`src/rtl/mult8x8_seq.sv`:
```
// rtl/mult8x8_seq.sv - sequential 8x8 unsigned multiplier built on one shared 4x4 multiplier
//
// mult4x4: combinational 4x4 -> 8-bit unsigned product.
//   dataa   in  4   operand A
//   datab   in  4   operand B
//   product out 8   dataa * datab
//
// mult8x8_seq: 8x8 -> 16-bit unsigned product over four cycles using one mult4x4.
//   clk      in  1   clock, rising edge
//   reset_n  in  1   synchronous active-low reset
//   start    in  1   request pulse, accepted only in IDLE
//   dataa    in  8   multiplicand, sampled on the accepting edge
//   datab    in  8   multiplier, sampled on the accepting edge
//   product  out 16  registered result, held until the next result loads
//   done     out 1   one-cycle pulse when product has just loaded
//   busy     out 1   high from the cycle after acceptance through the DONE cycle

module mult4x4 (
  input  logic [3:0] dataa,
  input  logic [3:0] datab,
  output logic [7:0] product
);

  assign product = {4'b0000, dataa} * {4'b0000, datab};

endmodule

module mult8x8_seq (
  input  logic        clk,
  input  logic        reset_n,
  input  logic        start,
  input  logic [7:0]  dataa,
  input  logic [7:0]  datab,
  output logic [15:0] product,
  output logic        done,
  output logic        busy
);

  localparam logic [2:0] S_IDLE = 3'd0;
  localparam logic [2:0] S_P0   = 3'd1;
  localparam logic [2:0] S_P1   = 3'd2;
  localparam logic [2:0] S_P2   = 3'd3;
  localparam logic [2:0] S_P3   = 3'd4;
  localparam logic [2:0] S_DONE = 3'd5;

  logic [2:0]  state_q, state_d;
  logic [7:0]  ra_q, ra_d;
  logic [7:0]  rb_q, rb_d;
  logic [15:0] acc_q, acc_d;
  logic [15:0] product_q, product_d;

  logic [3:0]  a_nib;
  logic [3:0]  b_nib;
  logic [7:0]  pp;
  logic [15:0] partial;
  logic [15:0] shifted;
  logic [15:0] sum;

  // P1 and P3 use the high nibble of ra; P2 and P3 use the high nibble of rb.
  assign a_nib = ((state_q == S_P1) || (state_q == S_P3)) ? ra_q[7:4] : ra_q[3:0];
  assign b_nib = ((state_q == S_P2) || (state_q == S_P3)) ? rb_q[7:4] : rb_q[3:0];

  mult4x4 u_mult4x4 (
    .dataa   (a_nib),
    .datab   (b_nib),
    .product (pp)
  );

  assign partial = {8'h00, pp};

  always_comb begin
    shifted = 16'h0000;
    case (state_q)
      S_P0:       shifted = partial;
      S_P1, S_P2: shifted = partial << 4;
      S_P3:       shifted = partial << 8;
      default:    shifted = 16'h0000;
    endcase
  end

  // Cannot overflow: 0xFF * 0xFF = 0xFE01.
  assign sum = acc_q + shifted;

  always_comb begin
    state_d   = state_q;
    ra_d      = ra_q;
    rb_d      = rb_q;
    acc_d     = acc_q;
    product_d = product_q;
    case (state_q)
      S_IDLE: begin
        if (start) begin
          ra_d    = dataa;
          rb_d    = datab;
          acc_d   = 16'h0000;
          state_d = S_P0;
        end
      end
      S_P0: begin
        acc_d   = sum;
        state_d = S_P1;
      end
      S_P1: begin
        acc_d   = sum;
        state_d = S_P2;
      end
      S_P2: begin
        acc_d   = sum;
        state_d = S_P3;
      end
      S_P3: begin
        // The final partial goes straight into product so it never shows
        // an intermediate sum.
        product_d = sum;
        state_d   = S_DONE;
      end
      S_DONE: begin
        state_d = S_IDLE;
      end
      default: begin
        state_d = S_IDLE;
      end
    endcase
  end

  always_ff @(posedge clk) begin
    if (!reset_n) begin
      state_q   <= S_IDLE;
      ra_q      <= 8'h00;
      rb_q      <= 8'h00;
      acc_q     <= 16'h0000;
      product_q <= 16'h0000;
    end else begin
      state_q   <= state_d;
      ra_q      <= ra_d;
      rb_q      <= rb_d;
      acc_q     <= acc_d;
      product_q <= product_d;
    end
  end

  assign product = product_q;
  assign done    = (state_q == S_DONE);
  assign busy    = (state_q >= S_P0) && (state_q <= S_DONE);

endmodule
```
`config.mk`:
```
export PLATFORM = sky130hd
export DESIGN_NAME = mult8x8_seq
export DESIGN_NICKNAME = d
export VERILOG_FILES = /design/src/rtl/mult8x8_seq.sv
export SDC_FILE = /design/constraint.sdc
export NUM_CORES = 1
export LEC_CHECK = 0
export CORE_ASPECT_RATIO = 1.1
export CORE_UTILIZATION = 30
export DETAILED_ROUTE_END_ITERATION = 8
export GPL_ROUTABILITY_DRIVEN = 1
export PLACE_DENSITY = 0.45
export SLEW_MARGIN = 20
export SYNTH_ARGS = -nofsm -noshare
export SYNTH_HDL_FRONTEND = slang
export SYNTH_SLANG_ARGS = --single-unit
```
`constraint.sdc`:
```
create_clock -name clk -period 15 [get_ports clk]
set_input_delay 3 -clock clk [delete_from_list [all_inputs] [get_ports clk]]
set_output_delay 3 -clock clk [all_outputs]
set_load 0.005 [all_outputs]
```
# [Word-level counts from Yosys, hierarchy flattened]
# Index checks and enable logic that the tools add are counted.
[totals] mem_bits_ro=0 ram_bits=0 in_bits=19 n_memories=0 reg_bits=51 latchBits=0 elab_cells=31
[op_classes] magnitude_cmp=2 n_addsub=1 n_mux=7 bitwise=0 shift=0 n_eq_ne=6 reduce_logical=9 div=0 mul=1
[ops] op="$pmux W16 S3" count=1
[ops] op="$pmux W16 S2" count=1
[ops] op="$add A16 B16 Y16" count=1
[ops] op="$mux W16" count=1
[ops] op="$pmux W3 S5" count=1
[ops] op="$mul A4 B4 Y8" count=1
[ops] op="$mux W4" count=2
[ops] op="$eq A3 B2 Y1 const B" count=2
[ops] op="$eq A3 B3 Y1 const B" count=2
[ops] op="$reduce_and A2 Y1" count=2
[ops] op="$eq A3 B1 Y1 const B" count=1
[ops] op="$ge A3 B1 Y1 const B" count=1
[ops] op="$le A3 B3 Y1 const B" count=1
[ops] op="$logic_not A3 Y1" count=1
[ops] op="$mux W3" count=1
[ops] op="$reduce_or A3 Y1" count=1
[ops] op="$logic_or A1 B1 Y1" count=2
[ops] op="$ne A2 B2 Y1 const B" count=1
[ops] op="$reduce_bool A2 Y1" count=1
[ops] op="$reduce_or A2 Y1" count=1
[ops] op="$logic_and A1 B1 Y1" count=1

# [Depth between registers and ports, before layout]
[logic_depth] ltp_word=7 depth_mapped=26

# [Modules after synthesis]
# Synthesis repeated with hierarchy kept, for this count alone.
[unflattened] cells_unflattened=409 hier_area_um2=3337.0
[modules_own_cells] module="mult8x8_seq" cells_each=358 instances=1 area_per_inst_um2=2889.0
[modules_own_cells] module="mult4x4" cells_each=51 instances=1 area_per_inst_um2=447.9

# [Worst setup path after synthesis]
# No wires, ideal clock.
[synth_timing] path_kind="reg2reg" start="register state_q[0]" end="register product_q[15], in the netlist product[15]" setup_time_ps=79 stages_incl_launch_ff=27 setup_slack_ps=9573 period_less_slack_ps=5427 arrival_ps=5348 path_cell_list="dfxtp_1 -> clkbuf_1 -> nor2_1 -> nand2_1 -> buf_2 -> o21ai_2 -> mux2i_1 -> or2_2 -> fa_1 -> inv_1 -> fa_1 -> inv_1 -> fa_1 -> inv_1 -> a21o_1 -> a21oi_1 -> xnor2_1 -> a22oi_1 -> nor2_1 -> ha_1 -> a21o_1 -> a21o_1 -> o2111ai_1 -> o21bai_2 -> a221o_1 -> xnor3_1 -> a211oi_2"
[synth_between] elab_chain_cells=6 elab_cells_between_ends=12 classes_between="1 x add/sub; 1 x mul; 4 x eq/ne; 3 x mux; 3 x reduce/logical"
[synth_lines] item="start, declared" line="46" rtl="logic [2:0] state_q, state_d;"
[synth_lines] item="start signal, assigned" line="134" rtl="state_q <= state_d;"
[synth_lines] item="$eq A3 B2 Y1, or another cell as far along" line="60, 73"
[synth_lines] item="$logic_or A1 B1 Y1, on equally long branches" line="60, 61"
[synth_lines] item="$mux W4, on equally long branches" line="60, 61"
[synth_lines] item="$mul A4 B4 Y8" line="24" rtl="assign product = {4'b0000, dataa} * {4'b0000, datab};"
[synth_lines] item="$pmux W16 S3" line="73" rtl="case (state_q)"
[synth_lines] item="$add A16 B16 Y16" line="82" rtl="assign sum = acc_q + shifted;"
[synth_lines] item="end signal, assigned" line="138" rtl="product_q <= product_d;"
[synth_lines] item="end, declared" line="50" rtl="logic [15:0] product_q, product_d;"
# Several ways; a longest one is shown, not always the timed one.
# A chain may end at the register's enable or synchronous reset.

# [Worst setup path in the final report]
[layout_timing] start="register state_q[1]" end="register product_q[12], in the netlist product[12]"
# The elaborated chain is that of the path after synthesis.

==> impl_summary.md <==
Place
Once detailed placement completed, the half-perimeter wirelength came to around 5.8 mm. The number of I/O port buffers is 36. In this run the cell area measured after placement is approximately 3700 sq um. The routability congestion estimate is ~0.80.

Drt
The detailed router finished its first iteration with approximately 110 violations. The total routed wirelength is roughly 8 mm. In the final routed layout, each cell accounts on average for 14.0 um. The DRC violation count after routing is 0.

The vias after detailed routing is 2790. The final antenna-violating net count is 0. The pre-antenna-repair detailed-routing pass consisted of 4 iterations. After detailed routing, the number of vias per cell comes to 4.89.

CTS
The total clock buffers created by CTS is 5. The CTS tree is yes. The clock passes through at most 2 buffers. After clock tree synthesis, the clock-pin slew on the worst setup and hold paths is approximately 0.080 ns.

The total number of clock tree sinks is 51. The post-CTS setup buffer count is 0. The clock reaches the later pin of the worst-skew pair after about 0.30 ns.

The H-tree depth is 2. The number of hold-repair buffers added at the cts stage is 0. Once the clock tree was built, the resizer swapped 0 gates to a different size. The clock tree root buffer cell is sky130_fd_sc_hd__clkbuf_16.

Critical path
In this run the worst path has a maximum fanout of 20. The arrival time of data at the critical path endpoint is 6.63 ns. The startpoint class of the critical path is a flop. The critical path start-end classification is reg -> reg.

On the critical path, the stage with the largest delay is an instance of sky130_fd_sc_hd__dfxtp_1. The cell that appears most often on the critical path is sky130_fd_sc_hd__a21oi_1. The signal on the critical path passes through nor2_1, nand2_1, o21ai_2, mux2i_1, or2_2, fa_1, inv_1, fa_1, inv_1, fa_1, inv_1, a21o_1, a21oi_1, xnor2_1, a22oi_1, nor2_1, ha_1, a21o_1, a21oi_1, a21oi_1, or4_1, nand3_1, a21oi_1. The kind of capture point of the worst setup path is a flop. In this design, the stage delay of the slowest critical-path cell is approximately 0.64 ns. The worst endpoint required time is 15.15 ns.

Floorplan
After floorplanning, the core was sized to cover ~10000 sq um. The die covers 11100 sq um. 37 I/O pins were placed.

The total number of placement rows is 39. The die outline width is 100 um. The initial utilization of the core area, before any placement, comes to a little under a third.

Measured along the y axis, the die boundary spans about 110 um.

Yosys
Summing every instance area after synthesis gives 3200 sq um. The number of unique standard cell types used by synthesis is 53. The synthesized area per cell is about 7.9 sq um. The cell count after synthesis came out at between 400 and 500. The count of synthesis-stage warnings from yosys is 0. The async set or reset register ratio after synthesis is 0%.

The number of enable flip-flop cells after synthesis is 0. The number of synthesized register bits is a little over 50. The most used flip-flop cell after synthesis is sky130_fd_sc_hd__dfxtp_1. Summing the sequential cell areas from Yosys gives between 30% and 40% of the chip area.

Synthesis produced a netlist with a net count of ~460.

STA
The number of failing hold endpoints at the final stage came to 0. The final number of max-transition violations was 0. The clock tree skew after final layout is roughly 0.012 ns. Headroom to the max-slew limit came out at 27.0%. Adding up every negative setup slack in the final design gives 0 ns.

Setup repair after global routing left no endpoint under its margin. The worst-margin pin slew is 1.09 ns. Dividing the final minimum period by the clock period gives a little over two fifths. The final count of negative-setup-slack endpoints is 0. The worst path in the final design needs a cycle of 6.48 ns, including I/O delays and setup. The highest clock frequency the design can meet is ~0.15 GHz.

Final layout
With fillers left out, the area of the finished cells amounts to between 3000 and 4000 sq um. The number of inserted diodes is 0. The fraction of layout instances using a drive strength above 1 is under 10%. From synthesis to final layout, the design area changed by 19.2%. The number of nets in the finished design is ~480.

Global routing
The via count of the first global-routing pass is 2759. The remaining global-route overflow is 0. The pin count of the biggest net entering global routing is 47.

The global router's overall resource usage is roughly 16%. The number of antenna violations at the first check in global routing came to 0. The global-route wire length before repair is between 10 and 15 mm.

Outcome
The flow ran to the end, and the final reports show no timing, DRC or antenna violations.

Pwr
For this design the ratio of total power to cell area is slightly above 80 nW/um^2. The total leakage power is 1.53 nW. The peak supply drop is 0.0489 mV.

Min path
The path class of the tightest hold or removal check is reg -> reg.

Flow run
The max-capacitance violation count is 0.
==> kinds of logic after synthesis <==
logic type / after synthesis / share of synthesized area [%]
muxes: 8 / 2.50
adders and majority gates: 32 / 13.7
AOI/OAI and AO/OA: 102 / 20.6
and+or+nand+nor: 165 / 23.2
DFF: 51 / 31.9
xor gates and xnor gates: 14 / 4.26
buffers and inverters: 32 / 3.83
==> power breakdown <==
part | switching (mW) | internal (mW) | total, mW
combinational | 0.0313 | 0.0164 | 0.0477
clock | 0.0554 | 0.0629 | 0.118
sequential | 0.00480 | 0.140 | 0.145
==> layout make-up <==
cell class / count / area, sq um
Inverter: 11 / 41.3
Multi-Input combinational cell: 321 / 2060
Sequential cell: 51 / 1020
Tap cell: 143 / 179
Clock inverter: 3 / 22.5
Fill cell: 1105 / 6580
Timing Repair Buffer: 37 / 368
Clock buffer: 5 / 125
==> per-stage QoR <==
stage	setup slack [ns]	total power, mW	instances	util [%]	hold WS [ns]
5_1_grt	7.98	0.327	571	36.7	0.480
4_1_cts	8.47	0.316	571	36.7	0.456
2_1_floorplan	9.57	0.179	404	-	0.422
3_5_place_dp	8.49	0.196	563	35.3	0.445
6_report	8.52	0.311	571	36.7	0.453
3_3_place_gp	8.62	0.196	563	35.3	0.442
==> layer usage <==
metal	global-route usage (%)	routed length (um)	vias to the layer above	part of all wire [%]
li1	-	-	1460	-
met1	19.0	3810	1281	48
met2	28.7	3920	44	49
met3	2.90	226	5	2.8
met4	3.11	60	0	0.75
met5	0	0	-	0
==> cells in the mapped netlist (3+ instances only) <==
library cell / number / share of area, %
sky130_fd_sc_hd__ha_1: 27 / 11
sky130_fd_sc_hd__nand4_1: 4 / 0.78
sky130_fd_sc_hd__fa_1: 5 / 3.1
sky130_fd_sc_hd__inv_1: 10 / 1.2
sky130_fd_sc_hd__dfxtp_1: 51 / 32
sky130_fd_sc_hd__clkbuf_1: 18 / 2.1
sky130_fd_sc_hd__and3_1: 3 / 0.59
sky130_fd_sc_hd__o31ai_1: 3 / 0.70
sky130_fd_sc_hd__o21a_1: 3 / 0.70
sky130_fd_sc_hd__a21oi_1: 54 / 8.4
sky130_fd_sc_hd__nand2_1: 79 / 9.3
sky130_fd_sc_hd__a21o_1: 9 / 2.1
sky130_fd_sc_hd__xor2_1: 5 / 1.4
sky130_fd_sc_hd__o21ai_0: 5 / 0.78
sky130_fd_sc_hd__nor3_1: 7 / 1.1
sky130_fd_sc_hd__nor2_1: 30 / 3.5
sky130_fd_sc_hd__a211oi_1: 3 / 0.70
sky130_fd_sc_hd__nand2b_1: 5 / 0.98
sky130_fd_sc_hd__xnor2_1: 8 / 2.2
sky130_fd_sc_hd__and2_1: 4 / 0.78
sky130_fd_sc_hd__or2_2: 4 / 0.78
sky130_fd_sc_hd__mux2i_1: 8 / 2.5
sky130_fd_sc_hd__nand3_1: 19 / 3.0
==> sequential cells by signal, summed over array words and instances (netlist names) <==
name	flops
acc_q	16
product	16
state_q	3
ra_q	8
rb_q	8
==> worst max-delay path, delay by kind of cell, from the launching register on <==
family	cells	cell delay [ns]
flops	1	0.64
compound gates	8	1.31
fa+ha+maj	4	1.85
mux	1	0.22
xor+xnor	1	0.27
buf+inv	3	0.19
simple gates	6	1.86
==> cell usage in the layout (no fill, tap or decap), types with 4 or more instances in the layout <==
cell	Yosys	routed
sky130_fd_sc_hd__xor2_1	5	5
sky130_fd_sc_hd__inv_1	10	10
sky130_fd_sc_hd__nand2_1	79	78
sky130_fd_sc_hd__fa_1	5	5
sky130_fd_sc_hd__nor3_1	7	7
sky130_fd_sc_hd__clkdlybuf4s50_1	0	36
sky130_fd_sc_hd__a21oi_1	54	54
sky130_fd_sc_hd__nor2_1	30	30
sky130_fd_sc_hd__nand4_1	4	4
sky130_fd_sc_hd__clkbuf_16	0	5
sky130_fd_sc_hd__a21o_1	9	9
sky130_fd_sc_hd__and2_1	4	4
sky130_fd_sc_hd__ha_1	27	27
sky130_fd_sc_hd__dfxtp_1	51	51
sky130_fd_sc_hd__xnor2_1	8	8
sky130_fd_sc_hd__nand3_1	19	19
sky130_fd_sc_hd__nand2b_1	5	5
sky130_fd_sc_hd__or2_2	4	4
sky130_fd_sc_hd__o21ai_0	5	5
sky130_fd_sc_hd__mux2i_1	8	8
==> path summary, 6_finish.rpt <==
check	start	endpoint	slack, ns	cells after the start
worst min register to register	product[10]	product[10]	0.45	2
worst min-delay path	product[10]	product[10]	0.45	2
worst max-delay path	state_q[1]	product[12]	8.52	23
worst max register to register	state_q[1]	product[12]	8.52	23
Note: power is estimated with default switching activity, not from simulation.
